File: src/rtl/mem_access_pkg.sv
`default_nettype none
// ============================================================================
// Module      : mem_access_pkg
// Description : Shared types, constants and helpers for the memory-access
//               pipeline stage (instruction kinds, FSM states, byte enables).
// Revision    : 1.0 - initial release
// ============================================================================
package mem_access_pkg;

    localparam int OPERAND_WIDTH             = 32;
    localparam int REGISTER_DESCRIPTOR_WIDTH = 5;

    // Decoded instruction kind; everything that is not a load/store is OTHER.
    typedef enum logic [3:0] {
        INSTR_OTHER = 4'd0,
        INSTR_LB    = 4'd1,
        INSTR_LH    = 4'd2,
        INSTR_LW    = 4'd3,
        INSTR_LBU   = 4'd4,
        INSTR_LHU   = 4'd5,
        INSTR_SB    = 4'd6,
        INSTR_SH    = 4'd7,
        INSTR_SW    = 4'd8
    } instr_kind_t;

    typedef enum logic [1:0] {
        IDLE = 2'd0,
        REQ  = 2'd1,
        RESP = 2'd2
    } mem_state_t;

    localparam logic [3:0] BE_BYTE = 4'b0001;
    localparam logic [3:0] BE_HALF = 4'b0011;
    localparam logic [3:0] BE_WORD = 4'b1111;

    function automatic logic is_load(input instr_kind_t kind);
        return (kind == INSTR_LB)  || (kind == INSTR_LH)  || (kind == INSTR_LW) ||
               (kind == INSTR_LBU) || (kind == INSTR_LHU);
    endfunction

    function automatic logic is_store(input instr_kind_t kind);
        return (kind == INSTR_SB) || (kind == INSTR_SH) || (kind == INSTR_SW);
    endfunction

endpackage
`default_nettype wire

File: src/rtl/memory_access_load_store_align.sv
`default_nettype none
// ============================================================================
// Module      : load_store_align
// Description : Combinational lane logic for 32-bit data memory accesses:
//               byte enables, store lane replication, misalignment detection
//               and load lane select with sign/zero extension.
// Revision    : 1.0 - initial release
// ============================================================================
module load_store_align
    import mem_access_pkg::*;
(
    input  instr_kind_t  req_kind,
    input  logic [1:0]   req_offset,
    input  logic [31:0]  store_data,
    output logic [3:0]   byte_enable,
    output logic [31:0]  store_lanes,
    output logic         misaligned,
    input  instr_kind_t  load_kind,
    input  logic [1:0]   load_offset,
    input  logic [31:0]  load_word,
    output logic [31:0]  load_data
);

    logic [7:0]  w_byte;
    logic [15:0] w_half;

    // Request side: enables and lanes follow the access size; sub-word stores
    // are replicated so the memory can pick whichever lane the enables select.
    always_comb begin
        byte_enable = BE_WORD;
        store_lanes = store_data;
        misaligned  = 1'b0;
        case (req_kind)
            INSTR_LB, INSTR_LBU, INSTR_SB: begin
                byte_enable = BE_BYTE << req_offset;
                store_lanes = {4{store_data[7:0]}};
            end
            INSTR_LH, INSTR_LHU, INSTR_SH: begin
                byte_enable = BE_HALF << req_offset;
                store_lanes = {2{store_data[15:0]}};
                misaligned  = req_offset[0];
            end
            INSTR_LW, INSTR_SW: begin
                misaligned  = |req_offset;
            end
            default: begin
                byte_enable = BE_WORD;
            end
        endcase
    end

    // Load side: pick the addressed lane, then extend to the full width.
    always_comb begin
        case (load_offset)
            2'd0:    w_byte = load_word[7:0];
            2'd1:    w_byte = load_word[15:8];
            2'd2:    w_byte = load_word[23:16];
            default: w_byte = load_word[31:24];
        endcase
        w_half = load_offset[1] ? load_word[31:16] : load_word[15:0];
        case (load_kind)
            INSTR_LB:  load_data = {{24{w_byte[7]}}, w_byte};
            INSTR_LBU: load_data = {24'd0, w_byte};
            INSTR_LH:  load_data = {{16{w_half[15]}}, w_half};
            INSTR_LHU: load_data = {16'd0, w_half};
            default:   load_data = load_word;
        endcase
    end

endmodule
`default_nettype wire

File: src/rtl/memory_access.sv
`default_nettype none
// ============================================================================
// Module      : memory_access
// Description : Memory-access pipeline stage. Issues loads/stores on a
//               req/gnt/rvalid bus, aligns and extends load data, and passes
//               non-memory results through with one cycle of latency.
// Revision    : 1.0 - initial release
// ============================================================================
module memory_access
    import mem_access_pkg::*;
#(
    parameter int OPERAND_WIDTH             = mem_access_pkg::OPERAND_WIDTH,
    parameter int REGISTER_DESCRIPTOR_WIDTH = mem_access_pkg::REGISTER_DESCRIPTOR_WIDTH
) (
    input  logic                                 clk,
    input  logic                                 rst,
    input  logic                                 valid_input,
    input  logic                                 stall_input,
    input  instr_kind_t                          instr_kind,
    input  logic [OPERAND_WIDTH-1:0]             result_input,
    input  logic [OPERAND_WIDTH-1:0]             store_data,
    input  logic [REGISTER_DESCRIPTOR_WIDTH-1:0] rd_addr_input,
    input  logic                                 write_register_input,
    output logic                                 stall_output,
    output logic                                 mem_req,
    output logic                                 mem_we,
    output logic [OPERAND_WIDTH-1:0]             mem_addr,
    output logic [3:0]                           mem_be,
    output logic [OPERAND_WIDTH-1:0]             mem_wdata,
    input  logic                                 mem_gnt,
    input  logic                                 mem_rvalid,
    input  logic [OPERAND_WIDTH-1:0]             mem_rdata,
    output logic                                 valid_output,
    output logic [OPERAND_WIDTH-1:0]             result_output,
    output logic [REGISTER_DESCRIPTOR_WIDTH-1:0] rd_addr_output,
    output logic                                 write_register,
    output logic                                 misaligned
);

    mem_state_t                           r_state;
    instr_kind_t                          r_kind;
    logic [OPERAND_WIDTH-1:0]             r_addr;
    logic [REGISTER_DESCRIPTOR_WIDTH-1:0] r_rd;

    logic                     w_hold;
    logic                     w_accept;
    logic                     w_is_mem;
    logic                     w_misaligned;
    logic [3:0]               w_be;
    logic [OPERAND_WIDTH-1:0] w_wdata;
    logic [OPERAND_WIDTH-1:0] w_load_data;

    load_store_align u_align (
        .req_kind    (instr_kind),
        .req_offset  (result_input[1:0]),
        .store_data  (store_data),
        .byte_enable (w_be),
        .store_lanes (w_wdata),
        .misaligned  (w_misaligned),
        .load_kind   (r_kind),
        .load_offset (r_addr[1:0]),
        .load_word   (mem_rdata),
        .load_data   (w_load_data)
    );

    // Output registers are frozen while writeback refuses a valid result;
    // nothing new may complete or be accepted during that time.
    always_comb begin
        w_hold       = valid_output && stall_input;
        stall_output = (r_state != IDLE) || w_hold;
        w_accept     = valid_input && !stall_output;
        w_is_mem     = is_load(instr_kind) || is_store(instr_kind);
    end

    // Bus FSM plus writeback-facing pipeline registers.
    always_ff @(posedge clk or negedge rst) begin
        if (!rst) begin
            r_state        <= IDLE;
            r_kind         <= INSTR_OTHER;
            r_addr         <= '0;
            r_rd           <= '0;
            mem_req        <= 1'b0;
            mem_we         <= 1'b0;
            mem_addr       <= '0;
            mem_be         <= 4'b0000;
            mem_wdata      <= '0;
            valid_output   <= 1'b0;
            result_output  <= '0;
            rd_addr_output <= '0;
            write_register <= 1'b0;
            misaligned     <= 1'b0;
        end else begin
            // A result that was taken is dropped unless something completes below.
            if (!w_hold) begin
                valid_output <= 1'b0;
            end
            case (r_state)
                IDLE: begin
                    if (w_accept) begin
                        if (w_is_mem && !w_misaligned) begin
                            r_state   <= REQ;
                            r_kind    <= instr_kind;
                            r_addr    <= result_input;
                            r_rd      <= rd_addr_input;
                            mem_req   <= 1'b1;
                            mem_we    <= is_store(instr_kind);
                            mem_addr  <= {result_input[OPERAND_WIDTH-1:2], 2'b00};
                            mem_be    <= w_be;
                            mem_wdata <= w_wdata;
                        end else begin
                            // Pass-through, or a faulting access reported with its address.
                            valid_output   <= 1'b1;
                            result_output  <= result_input;
                            rd_addr_output <= rd_addr_input;
                            misaligned     <= w_misaligned;
                            write_register <= !w_misaligned && write_register_input &&
                                              (rd_addr_input != '0);
                        end
                    end
                end
                REQ: begin
                    if (mem_gnt && !w_hold) begin
                        mem_req <= 1'b0;
                        if (mem_we) begin
                            r_state        <= IDLE;
                            valid_output   <= 1'b1;
                            result_output  <= r_addr;
                            rd_addr_output <= r_rd;
                            misaligned     <= 1'b0;
                            write_register <= 1'b0;
                        end else begin
                            r_state <= RESP;
                        end
                    end
                end
                RESP: begin
                    if (mem_rvalid && !w_hold) begin
                        r_state        <= IDLE;
                        valid_output   <= 1'b1;
                        result_output  <= w_load_data;
                        rd_addr_output <= r_rd;
                        misaligned     <= 1'b0;
                        write_register <= (r_rd != '0);
                    end
                end
                default: begin
                    r_state <= IDLE;
                    mem_req <= 1'b0;
                end
            endcase
        end
    end

endmodule
`default_nettype wire

File: config.mk
export PLATFORM = sky130hd
export DESIGN_NAME = memory_access
export DESIGN_NICKNAME = d
export VERILOG_FILES = /design/src/rtl/mem_access_pkg.sv /design/src/rtl/memory_access_load_store_align.sv /design/src/rtl/memory_access.sv
export SDC_FILE = /design/constraint.sdc
export NUM_CORES = 1
export LEC_CHECK = 0
export BUFFER_PORTS_ARGS = -buffer_cell sky130_fd_sc_hd__buf_2
export CAP_MARGIN = 10
export CORE_MARGIN = 2
export CORE_UTILIZATION = 44
export DETAILED_ROUTE_END_ITERATION = 8
export MAX_ROUTING_LAYER = met4
export PLACE_DENSITY = 0.68
export SYNTH_ARGS = -nofsm -noshare
export SYNTH_HDL_FRONTEND = slang
export SYNTH_SLANG_ARGS = --single-unit
File: constraint.sdc
create_clock -name clk -period 6.05 [get_ports clk]
set_input_delay 0.3025 -clock clk [delete_from_list [all_inputs] [get_ports clk]]
set_output_delay 0.3025 -clock clk [all_outputs]
set_load 0.005 [all_outputs]
* Word level (Yosys, flattened, before mapping)
Cells that the tools add are included.
** Cells by class
- Bitwise operators :: 1
- Multiplexer cells :: 45
- Eq/ne operators :: 22
- Shift operators :: 2
- Reductions and logical operators :: 32
** Operators by type and width (count)
- two-way mux 32 bit :: 5
- case mux 32 bit (4 select lines) :: 1
- case mux 32 bit (3 select lines) :: 1
- case mux 32 bit (2 select lines) :: 1
- two-way mux 5 bit :: 5
- equality test 4 x 3 -> 1 bit, second input constant :: 6
- case mux 8 bit (3 select lines) :: 1
- two-way mux 1 bit :: 17
- two-way mux 16 bit :: 1
- case mux 5 bit (3 select lines) :: 1
- equality test 4 x 2 -> 1 bit, second input constant :: 3
- inequality test 2 bit, second input constant :: 6
- case mux 1 bit (3 select lines) :: 4
- two-way mux 2 bit :: 5
- nonzero test 5 bit :: 2
- equality test 4 x 1 -> 1 bit, second input constant :: 2
- logical OR 1 bit :: 8
- case mux 4 bit (2 select lines) :: 1
- AND reduction 4 bit :: 2
- logical AND 1 bit :: 7
- case mux 2 bit (3 select lines) :: 1
- AND reduction 6 bit :: 1
- OR reduction 3 bit :: 2
- equality test 2 x 1 -> 1 bit, second input constant :: 2
- 12 further kinds :: 17
** Word-level totals
- Output and inout port bits :: 111
- Flip-flop bits (word level) :: 151
- Bits of input ports :: 112

* Longest topological paths before layout
Gate-level depths: netlist (run 1).
- Depth in word-level cells :: 10
- Depth in mapped cells :: 8
- Mapped depth without buffers :: 7

* Hierarchy
A second synthesis (run 1) with hierarchy kept.
** Unflattened totals
- Cells, all modules :: 613
- Area, all modules :: 7014.2 um^2
** By module, submodules not included
- memory_access :: area each 5698.0 um^2, times used 1, seq. area each 3027.9 um^2, cells an instance 449
- load_store_align :: area each 1316.3 um^2, times used 1, seq. area each 0.0 um^2, cells an instance 164

* Worst setup path before layout (run 1)
No wires, ideal clock.
- Path kind :: reg2reg
- From :: reg r_state[0]
- To :: reg result_output[6]
- Library setup time :: 0.125 ns
- Path slack :: 3.830 ns
- Buffers on the path :: 1
- Data arrival time :: 2.095 ns
- Cell stages (with the launch flop) :: 9
- Path through :: dfrtp_1 inv_1 ha_1 clkbuf_1 nor2b_1 a22oi_1 a222oi_1 o22ai_1 mux2_2
** On the way
- Longest elaborated chain between the ends :: 6
- Elaborated cells on any way between the ends :: 15
- Those cells by class :: eq/ne (7); mux (1); reduce/logical (7)
** Ends and longest elaborated chain
- from (decl) :: line memory_access.sv:40 : mem_state_t r_state;
- from (signal assigned) :: line memory_access.sv:78 : r_state <= IDLE;
- from (signal assigned) :: line memory_access.sv:101 : r_state <= REQ;
- from (signal assigned) :: line memory_access.sv:125 : r_state <= IDLE;
- nonzero test 2 bit :: line memory_access.sv:70 : stall_output = (r_state != IDLE) || w_hold;
- logical OR 1 bit :: line memory_access.sv:70
- logical NOT 1 bit :: line memory_access.sv:71 : w_accept = valid_input && !stall_output;
- logical AND 1 bit :: line memory_access.sv:71
- inequality test 2 bit (no line)
- AND reduction 6 bit (no line)
- to (signal assigned) :: line memory_access.sv:113 : result_output <= result_input;
- to (signal assigned) :: line memory_access.sv:127 : result_output <= r_addr;
- to (signal assigned) :: line memory_access.sv:140 : result_output <= w_load_data;
- to (decl) :: line memory_access.sv:34 : output logic [OPERAND_WIDTH-1:0] result_output,
Parallel ways exist; a longest one is shown, timed or not.
A chain may end at the register's enable or synchronous reset.

* Worst setup path in the final report (run 1)
- From :: reg r_state[1]
- To :: reg result_output[13]
The elaborated chain is that of the path after synthesis.

==> flow_metrics.env, run 1 <==
export IMPL_status="finished, final reports clean"
export IMPL_die_h_um=131
export IMPL_startpoint_type="register"
export IMPL_hold_viol=0
export IMPL_critPathMaxStageDelay_ps=920
export IMPL_synth_cell_types=67
export IMPL_gp_congestion=0.842
export IMPL_p_seq_share_pct=33.4
export IMPL_cts_made_buffers=17
export IMPL_tritoncts="built"
export IMPL_post_route_period_util_pct=56.1
export IMPL_pwr_share_comb_pct=43.0
export IMPL_yosysMostFrequentCell="dfrtp_1"
export IMPL_drt_wl_total_um=20300
export IMPL_swShare_pct=36.3
export IMPL_pwr_density_cell_mw_per_mm2=533
export IMPL_fmax_mhz=295
export IMPL_worstPathMaxFanout=50
export IMPL_rows=46
export IMPL_synth_ff_latch_count=121
export IMPL_coreArea_mm2=0.0158
export IMPL_die_w_um=131
export IMPL_nNetsFinal=941
export IMPL_syn2layout_area_growth_pct=22.7
export IMPL_port_buffers=220
export IMPL_grt_max_degree=81
export IMPL_antenna_found_initial=0
export IMPL_cts_sinks=121
export IMPL_synth_edf_count=0
export IMPL_grt_pass1_vias=5560
export IMPL_drc=0
export IMPL_peakVddDrop_v=0.000263
export IMPL_p_clk_share_pct=23.5
export IMPL_yosysSeqAreaShare_pct=42.6
export IMPL_cp_top_family="buffers and inverters"
export IMPL_max_slew_margin_pct=26.8
export IMPL_layout_drive_gt1_share_pct=47.0
export IMPL_wl_per_cell_um=19.2
export IMPL_finalSetupViolCount=0
export IMPL_ant_nets=0
export IMPL_syn_area_mm2=0.00710
export IMPL_yosys_warnings=0
export IMPL_crit_chain="inv_1 > ha_1 > buf_4 > inv_1 > nor3_1 > o211ai_1 > o2111ai_1 > o21ai_0"
export IMPL_root_buffer="clkbuf_16"
export IMPL_drtIter0Drc=549
export IMPL_routed_via_density=5.63
export IMPL_fin_ws_ps=2660
export IMPL_rsz0062_at_grt="false"
export IMPL_die_area_mm2=0.0172
export IMPL_cts_max_level=4
export IMPL_critPathArrivalTime_ps=3660
export IMPL_synthTopCellsByArea="dfrtp_1 43%, mux2_2 17%, buf_4 4.3%"
export IMPL_fill_cells=1441
export IMPL_hp_class="in -> reg"
export IMPL_io_pins=223
export IMPL_placed_cells=1021
export IMPL_clock_skew_final_ps=10.5
export IMPL_final_cells=1054
export IMPL_power_uw=4650
export IMPL_synth_area_leader_cell="dfrtp_1"
export IMPL_synth_top_area_share_pct=42.6
export IMPL_finalSetupTns_ps=0
export IMPL_critPathMostFrequentCell="inv_1"
export IMPL_clk_pin_slew_worst_paths_ps=60
export IMPL_start_util_pct=44.9
export IMPL_syn_avg_cell_area_um2=10.9
export IMPL_cts_buffer_depth=2
export IMPL_crit_path_end_kind="register"
export IMPL_async_flop_share_pct=100
export IMPL_overflow=0
export IMPL_worst_path_buf_inv=3
export IMPL_place_hpwl_um=14000
export IMPL_first_pass_iters=5
export IMPL_cap_violations=0
export IMPL_grt_use_total_pct=23.8
export IMPL_netlist_instances=653
export IMPL_internal_power_uw=2960
export IMPL_crit_path_top_delay_cell="nor3_1"
export IMPL_vias=5930
export IMPL_cts_post_setup_buffers_inserted=0
export IMPL_grt_pass1_wl_um=30200
export IMPL_insertion_delay_ps=420
export IMPL_leakage_uw=0.00395
export IMPL_p_switching_uw=1690
export IMPL_final_max_slew_viol_count=0
export IMPL_ctsResizeCount=0
export IMPL_pre_cts_slack_ps=2810
export IMPL_max_slew_worst_pin_slew_ps=1100
export IMPL_layout_min_cycle_time_ps=3390
export IMPL_synthFlopType="dfrtp_1"
export IMPL_criticalPathCategory="reg -> reg"
export IMPL_worstPathRequired_ps=6320
export IMPL_yosys_top_cells_count="121 x dfrtp_1, 110 x mux2_2, 48 x o21ai_0, 41 x buf_4, 39 x nand2_1"
cell families after synthesis:
kind of cell	synth area share, %
mux	23.5
xor+xnor	0.123
flops	42.6
fa+ha+maj	0.705
other cells	0.0528
simple gates	8.67
compound gates	17.4
buf+inv	6.92
worst register-to-register path: stages, from the launching register on:
cell and delay (ps):
dfrtp_1 410, inv_1 100, ha_1 280, buf_4 450
inv_1 590, nor3_1 920, o211ai_1 240, o2111ai_1 150
o21ai_0 110
cells in the final DEF (no fill, tap or decap), types with 6 or more instances in the layout:
cell type,netlist,routed
buf_2,5,219
dfrtp_1,121,121
mux2_2,110,110
o21ai_0,48,48
nand2_1,39,39
nor2_1,35,35
a22oi_1,29,29
mux2i_1,17,17
clkbuf_16,0,17
o211ai_1,12,12
o21ai_1,11,11
mux2_4,10,10
nand3_1,9,9
mux2_1,8,8
a21boi_0,8,8
nand4b_1,8,8
o31ai_1,8,8
o2111ai_1,8,8
inv_1,7,7
a21oi_1,7,7
buf_4,41,7
a222oi_1,6,6
o22ai_1,6,6
layer usage:
layer	global-route usage [%]	vias up	share of wire [%]	wire length (um)
met1	32.3	2895	44	8890
met2	35.9	261	48	9650
met5	-	-	0	0
met3	5.52	17	7.6	1550
met4	6.88	0	0.95	193
li1	-	2757	-	-
registers in the layout, indices dropped and copies added, names as in the netlist:
name / flops
r_kind: 4
valid_output: 1
mem_we: 1
rd_addr_output: 5
r_addr: 32
mem_be: 4
r_rd: 5
misaligned: 1
mem_wdata: 32
mem_req: 1
write_register: 1
r_state: 2
result_output: 32
final cells by class:
type	count	area (um2)	area share [%]
Timing Repair Buffer	227	1160	13.3
Sequential cell	121	3030	34.7
Antenna cell	1	2.50	0.0287
Clock inverter	11	170	1.95
Multi-Input combinational cell	451	3590	41.2
Tap cell	216	270	3.10
Clock buffer	20	467	5.35
Inverter	7	26.3	0.301
power groups by stage:
stage / Combinational [uW] / Clock [uW] / Sequential (uW)
CTS: 2000 / 1110 / 1550
detailed placement: 1990 / 0 / 1550
global placement: 1960 / 0 / 1550
global route: 2200 / 1160 / 1610
finish: 2000 / 1090 / 1550
floorplan: 1490 / 0 / 1460
per-stage QoR:
stage	hold WS, ps	util [%]	cell area, um2
5_1_grt	128	55.1	8710
6_report	139	55.1	8720
2_1_floorplan	6.91	-	7110
3_5_place_dp	377	51.0	8070
3_3_place_gp	377	51.0	8070
4_1_cts	125	55.1	8710
worst paths after layout:
path / startpoint / to / slack (ps) / cells past startpoint
min in group asynchronous: rst / valid_output / 460 / 2
worst min-delay path: result_input[18] / r_addr[18] / 140 / 2
worst max register to register: r_state[1] / result_output[13] / 2660 / 8
worst max-delay path: r_state[1] / result_output[13] / 2660 / 8
worst min register to register: mem_wdata[7] / mem_wdata[7] / 480 / 1
max in group asynchronous: rst / r_kind[2] / 4180 / 3
timing repair:
action / in CTS / in global routing
endpoints found under the setup margin: 0 / 0
hold buffers: 1 / 0
hold endpoints to repair: 47 / 0
No activity file was read; power rests on OpenSTA's default activity.
==> run 2: changes to the inputs <==
Clock period 6.05 ns to 3.15 ns, I/O delays scaled along.
==> run 2 against run 1 <==
Effect of this change: fmax rose by 24%; register-to-register slack worse by 2200 ps; power rose by 94%; via count up 3.4%; non-clock buffer count increased by 45; critical endpoint is now result_output[31]; largest power group unchanged; highest routed layer unchanged.
==> flow_metrics.env, run 2 (synthesis gave the netlist of run 1 again) <==
export IMPL_pwr_density_cell_mw_per_mm2=984
export IMPL_first_pass_iters=5
export IMPL_worstPathMaxFanout=20
export IMPL_reg2reg_from="r_addr[1]"
export IMPL_cts_max_level=4
export IMPL_place_hpwl_um=14500
export IMPL_area_sequential_mm2=0.00303
export IMPL_rsz0062_at_grt="false"
export IMPL_die_area_mm2=0.0172
export IMPL_hold_start="rd_addr_input[3]"
export IMPL_final_common_cell="buf_2"
export IMPL_gp_congestion=0.848
export IMPL_insertion_delay_ps=430
export IMPL_rr_worst_depth=5
export IMPL_pre_cts_slack_ps=458
export IMPL_overflow=0
export IMPL_finalSetupTns_ps=0
export IMPL_leakage_uw=0.00414
export IMPL_layout_min_cycle_time_ps=2730
export IMPL_cts_buffer_depth=2
export IMPL_criticalPathCategory="reg -> reg"
export IMPL_drtIter0Drc=405
export IMPL_grt_pass1_vias=5886
export IMPL_fmax_mhz=366
export IMPL_hold_depth=2
export IMPL_cts_post_setup_buffers_inserted=0
export IMPL_clk_pin_slew_worst_paths_ps=60
export IMPL_peakVddDrop_v=0.000464
export IMPL_biggestRegsByFlops="mem_wdata: 32 flops, r_addr: 32 flops, result_output: 32 flops"
export IMPL_tritoncts="built"
export IMPL_multiInputGateArea_mm2=0.00359
export IMPL_fin_ws_ps=420
export IMPL_drc=0
export IMPL_cts_sinks=121
export IMPL_drt_wl_total_um=20900
export IMPL_finalSetupViolCount=0
export IMPL_clock_skew_final_ps=6.39
export IMPL_cap_violations=0
export IMPL_nNetsFinal=986
export IMPL_worstPathRequired_ps=3460
export IMPL_rr_endpoint="result_output[31]"
export IMPL_crit_path_end_kind="register"
export IMPL_final_cell_mix="219 x buf_2, 121 x dfrtp_1, 110 x mux2_2"
export IMPL_power_uw=9020
export IMPL_start_util_pct=44.9
export IMPL_grtUsageMet2_pct=37.0
export IMPL_grt_pass1_wl_um=31700
export IMPL_die_w_um=131
export IMPL_grt_use_total_pct=25.1
export IMPL_post_route_period_util_pct=86.7
export IMPL_fill_cells=1331
export IMPL_die_h_um=131
export IMPL_startpoint_type="register"
export IMPL_holdPathEnd="r_rd[3]"
export IMPL_max_slew_margin_pct=42.7
export IMPL_met3_usage_pct=5.48
export IMPL_grt_busiest_layer="met2"
export IMPL_use_met1_pct=33.5
export IMPL_r2r_slack_ps=420
export IMPL_critPathArrivalTime_ps=3040
export IMPL_ant_nets=0
export IMPL_hold_viol=0
export IMPL_layout_drive_gt1_share_pct=45.4
export IMPL_io_pins=223
export IMPL_status="finished, final reports clean"
export IMPL_grt_max_degree=64
export IMPL_rows=46
export IMPL_antenna_found_initial=0
export IMPL_syn2layout_area_growth_pct=29.0
export IMPL_cts_made_buffers=17
export IMPL_routed_via_density=5.57
export IMPL_root_buffer="clkbuf_16"
export IMPL_final_max_slew_viol_count=0
export IMPL_coreArea_mm2=0.0158
export IMPL_max_slew_worst_pin_slew_ps=853
export IMPL_hp_class="in -> reg"
export IMPL_vias=6133
export IMPL_wl_per_cell_um=19.0
export IMPL_port_buffers=220
## run 2: where the power goes
group	total, uW	internal, uW	leakage [uW]	switching (uW)
Combinational	3990	2040	0.00239	1950
Clock	2100	1360	0.000299	735
Sequential	2930	2340	0.00146	591
Total	9020	5740	0.00414	3280
## run 2: layout make-up
type / count / area share [%]
diodes: 2 / 0.0546
multi-input cells: 451 / 39.2
clock inverters: 11 / 1.86
well taps: 216 / 2.95
flip-flops and latches: 121 / 33.0
clock buffers: 21 / 5.02
repair buffers: 272 / 17.6
inverters: 7 / 0.287
## run 2: worst max path at each step
| stage | startpoint | endpoint | cells after the start |
|---|---|---|---|
| after floorplan | r_state[0] | result_output[6] | 8 |
| after global placement | r_addr[1] | result_output[17] | 5 |
| after detailed placement | r_addr[1] | result_output[20] | 5 |
| after CTS | r_addr[1] | result_output[20] | 5 |
| after global routing | r_addr[1] | result_output[20] | 5 |
| final | r_addr[1] | result_output[31] | 5 |
## run 2: per-layer routing
layer	part of all wire, %	vias to the layer above
met5	0	-
met4	3.0	0
met3	6.0	51
met2	46	261
met1	45	2968
li1	-	2853
## run 2: timing repair
action	CTS	global route
hold endpoints to repair	85	0
hold buffers	37	0
resized for setup	0	0
## run 2: stage by stage
stage	instances	area [um2]	hold slack, ps	utilization [%]
floorplan	654	7110	-138	-
global placement	1030	8160	254	51.5
detailed placement	1030	8160	250	51.5
CTS	1099	9160	4.72	57.9
global route	1099	9160	14.6	57.9
finish	1101	9170	21.9	57.9
## run 2: critical path, cell delays in order, from the launching register on
cell      delay (ps)
dfrtp_1          740
mux2_2           430
o21a_1           220
o311ai_4         730
o21ai_0          200
mux2_2           290
==> run 3: changes to the inputs <==
--- a/config.mk
+++ b/config.mk
@@ -10,6 +10,7 @@
 export CORE_MARGIN = 2
-export CORE_UTILIZATION = 44
+export CORE_UTILIZATION = 52
+export CTS_CLUSTER_SIZE = 8
 export DETAILED_ROUTE_END_ITERATION = 8
 export MAX_ROUTING_LAYER = met4
-export PLACE_DENSITY = 0.68
+export PLACE_DENSITY = 0.79
 export SYNTH_ARGS = -nofsm -noshare
==> constraint.sdc (replaced) <==
create_clock -name clk -period 3.15 [get_ports clk]
set_input_delay 0.315 -clock clk [delete_from_list [all_inputs] [get_ports clk]]
set_output_delay 0.315 -clock clk [all_outputs]
set_load 0.005 [all_outputs]
==> run 3 against run 2 <==
Effect of this change: fmax is 3.5% higher; non-clock buffer count is 32 lower; critical path type unchanged; register-to-register slack better by 90 ps; via count is 0.68% lower; die area is 15% lower; first-iteration DRC count is 0.25% lower; routed wire length is 4.4% lower; core utilization is 8.1 points higher.
==> flow_metrics.env, run 3 (synthesis gave the netlist of run 1 again) <==
export IMPL_cts_buffer_depth=2
export IMPL_syn2layout_area_growth_pct=23.5
export IMPL_met3_usage_pct=6.25
export IMPL_grtUsageMet2_pct=42.7
export IMPL_status="finished, final reports clean"
export IMPL_nNetsFinal=954
export IMPL_finalSetupViolCount=0
export IMPL_criticalPathCategory="reg -> reg"
export IMPL_crit_chain="inv_1 > ha_1 > inv_1 > nor2_1 > a32o_1 > nor2_2 > buf_4 > mux2_2"
export IMPL_layout_drive_gt1_share_pct=47.5
export IMPL_grt_max_degree=53
export IMPL_insertion_delay_ps=420
export IMPL_holdPathEnd="r_addr[30]"
export IMPL_port_buffers=220
export IMPL_die_h_um=121
export IMPL_final_max_slew_viol_count=0
export IMPL_hold_ws_ps=148
export IMPL_hold_depth=2
export IMPL_grt_pass1_wl_um=31500
export IMPL_hp_class="in -> reg"
export IMPL_fmax_mhz=379
export IMPL_hold_start="result_input[30]"
export IMPL_finalSetupTns_ps=0
export IMPL_gp_congestion=0.872
export IMPL_io_pins=223
export IMPL_leakage_uw=0.00401
export IMPL_layout_min_cycle_time_ps=2640
export IMPL_die_area_mm2=0.0146
export IMPL_first_pass_iters=5
export IMPL_cap_violations=0
export IMPL_critPathMaxStageDelay_ps=430
export IMPL_routed_via_density=5.93
export IMPL_rows=42
export IMPL_tritoncts="built"
export IMPL_critPathMostFrequentCell="inv_1"
export IMPL_worstPathRequired_ps=3440
export IMPL_root_buffer="clkbuf_16"
export IMPL_wl_per_cell_um=19.4
export IMPL_use_met1_pct=38.6
export IMPL_worst_path_buf_inv=3
export IMPL_start_util_pct=53.4
export IMPL_rr_worst_depth=8
export IMPL_vias=6091
export IMPL_cts_max_level=4
export IMPL_cts_sinks=121
export IMPL_place_hpwl_um=14400
export IMPL_grt_pass1_vias=5930
export IMPL_cp_top_family="buffers and inverters"
export IMPL_drc=0
export IMPL_cts_made_buffers=17
export IMPL_worstPathMaxFanout=24
export IMPL_rr_endpoint="result_output[4]"
export IMPL_rsz0062_at_grt="false"
export IMPL_r2r_slack_ps=510
export IMPL_ant_nets=0
export IMPL_final_common_cell="buf_2"
export IMPL_antenna_found_initial=0
export IMPL_biggestRegsByFlops="mem_wdata: 32 flops, r_addr: 32 flops, result_output: 32 flops"
export IMPL_final_cell_mix="219 x buf_2, 121 x dfrtp_1, 110 x mux2_2"
export IMPL_coreArea_mm2=0.0133
export IMPL_crit_path_end_kind="register"
export IMPL_clk_pin_slew_worst_paths_ps=60
export IMPL_max_slew_margin_pct=39.8
export IMPL_crit_path_top_delay_cell="dfrtp_1"
export IMPL_clock_skew_final_ps=7.47
export IMPL_pwr_density_cell_mw_per_mm2=1020
export IMPL_startpoint_type="register"
export IMPL_post_route_period_util_pct=83.7
export IMPL_die_w_um=121
export IMPL_reg2reg_from="r_state[0]"
export IMPL_peakVddDrop_v=0.000483
export IMPL_drt_wl_total_um=20000
export IMPL_grt_use_total_pct=28.6
export IMPL_grt_busiest_layer="met2"
export IMPL_max_slew_worst_pin_slew_ps=902
export IMPL_critPathArrivalTime_ps=2930
export IMPL_drtIter0Drc=404
export IMPL_hold_viol=0
export IMPL_overflow=0
-- run 3: cell types whose count changed in the layout (fill, tap and decap cells not counted), sizes merged --
cell         before  now
dlygate4sd3      37    1
clkinvlp          3    2
buf             235  239
clkinv            4    5
diode             2    1
-- run 3: worst register-to-register path, cell delays in order (launching register included) --
cell and delay [ps]:
dfrtp_1 430, inv_1 90, ha_1 270, inv_1 220, nor2_1 90, a32o_1 430, nor2_2 190, buf_4 410
mux2_2 400
-- run 3: what timing repair did --
| action | CTS | global route |
|---|---|---|
| hold endpoints to repair | 50 | 0 |
| setup buffers | 0 | 0 |
| gates resized for setup | 0 | 0 |
| hold buffers | 1 | 0 |
-- run 3: cell type report --
class	count	area, um2
Clock inverter	11	171
Antenna cell	1	2.50
Sequential cell	121	3030
Timing Repair Buffer	240	1280
Clock buffer	21	450
Inverter	7	26.3
Tap cell	176	220
Multi-Input combinational cell	451	3590
Fill cell	1078	4520
-- run 3: power by group --
| group | internal [uW] | total (uW) | switching, uW | leakage (uW) |
|---|---|---|---|---|
| Sequential | 2340 | 2900 | 557 | 0.00146 |
| Clock | 1340 | 2040 | 696 | 0.000297 |
| Combinational | 2040 | 4030 | 2000 | 0.00226 |
| Total | 5720 | 8970 | 3250 | 0.00401 |
-- run 3: layer usage --
metal  part of all wire [%]  routed length (um)
met1                     44                8810
met2                     47                9450
met3                    6.5                1300
met4                    2.1                 410
met5                      0                   0
-- run 3: stage by stage --
step | instances | worst slack, ps | utilization [%] | instance area (um2) | total power [uW]
final | 1028 | 512 | 66.0 | 8770 | 8970
after global routing | 1027 | 337 | 66.0 | 8770 | 9540
after CTS | 1027 | 534 | 66.0 | 8770 | 8990
after detailed placement | 994 | 548 | 61.2 | 8140 | 6900
after global placement | 994 | 656 | 61.2 | 8140 | 6770
after floorplan | 654 | 930 | - | 7110 | 5660
-- run 3: how the worst max path moves through the flow --
stage | to | from | cells after the start
floorplan | result_output[6] | r_state[0] | 8
global placement | result_output[31] | r_kind[0] | 5
detailed placement | result_output[31] | r_kind[0] | 5
CTS | result_output[4] | r_state[1] | 8
global route | result_output[4] | r_state[1] | 8
finish | result_output[4] | r_state[0] | 8
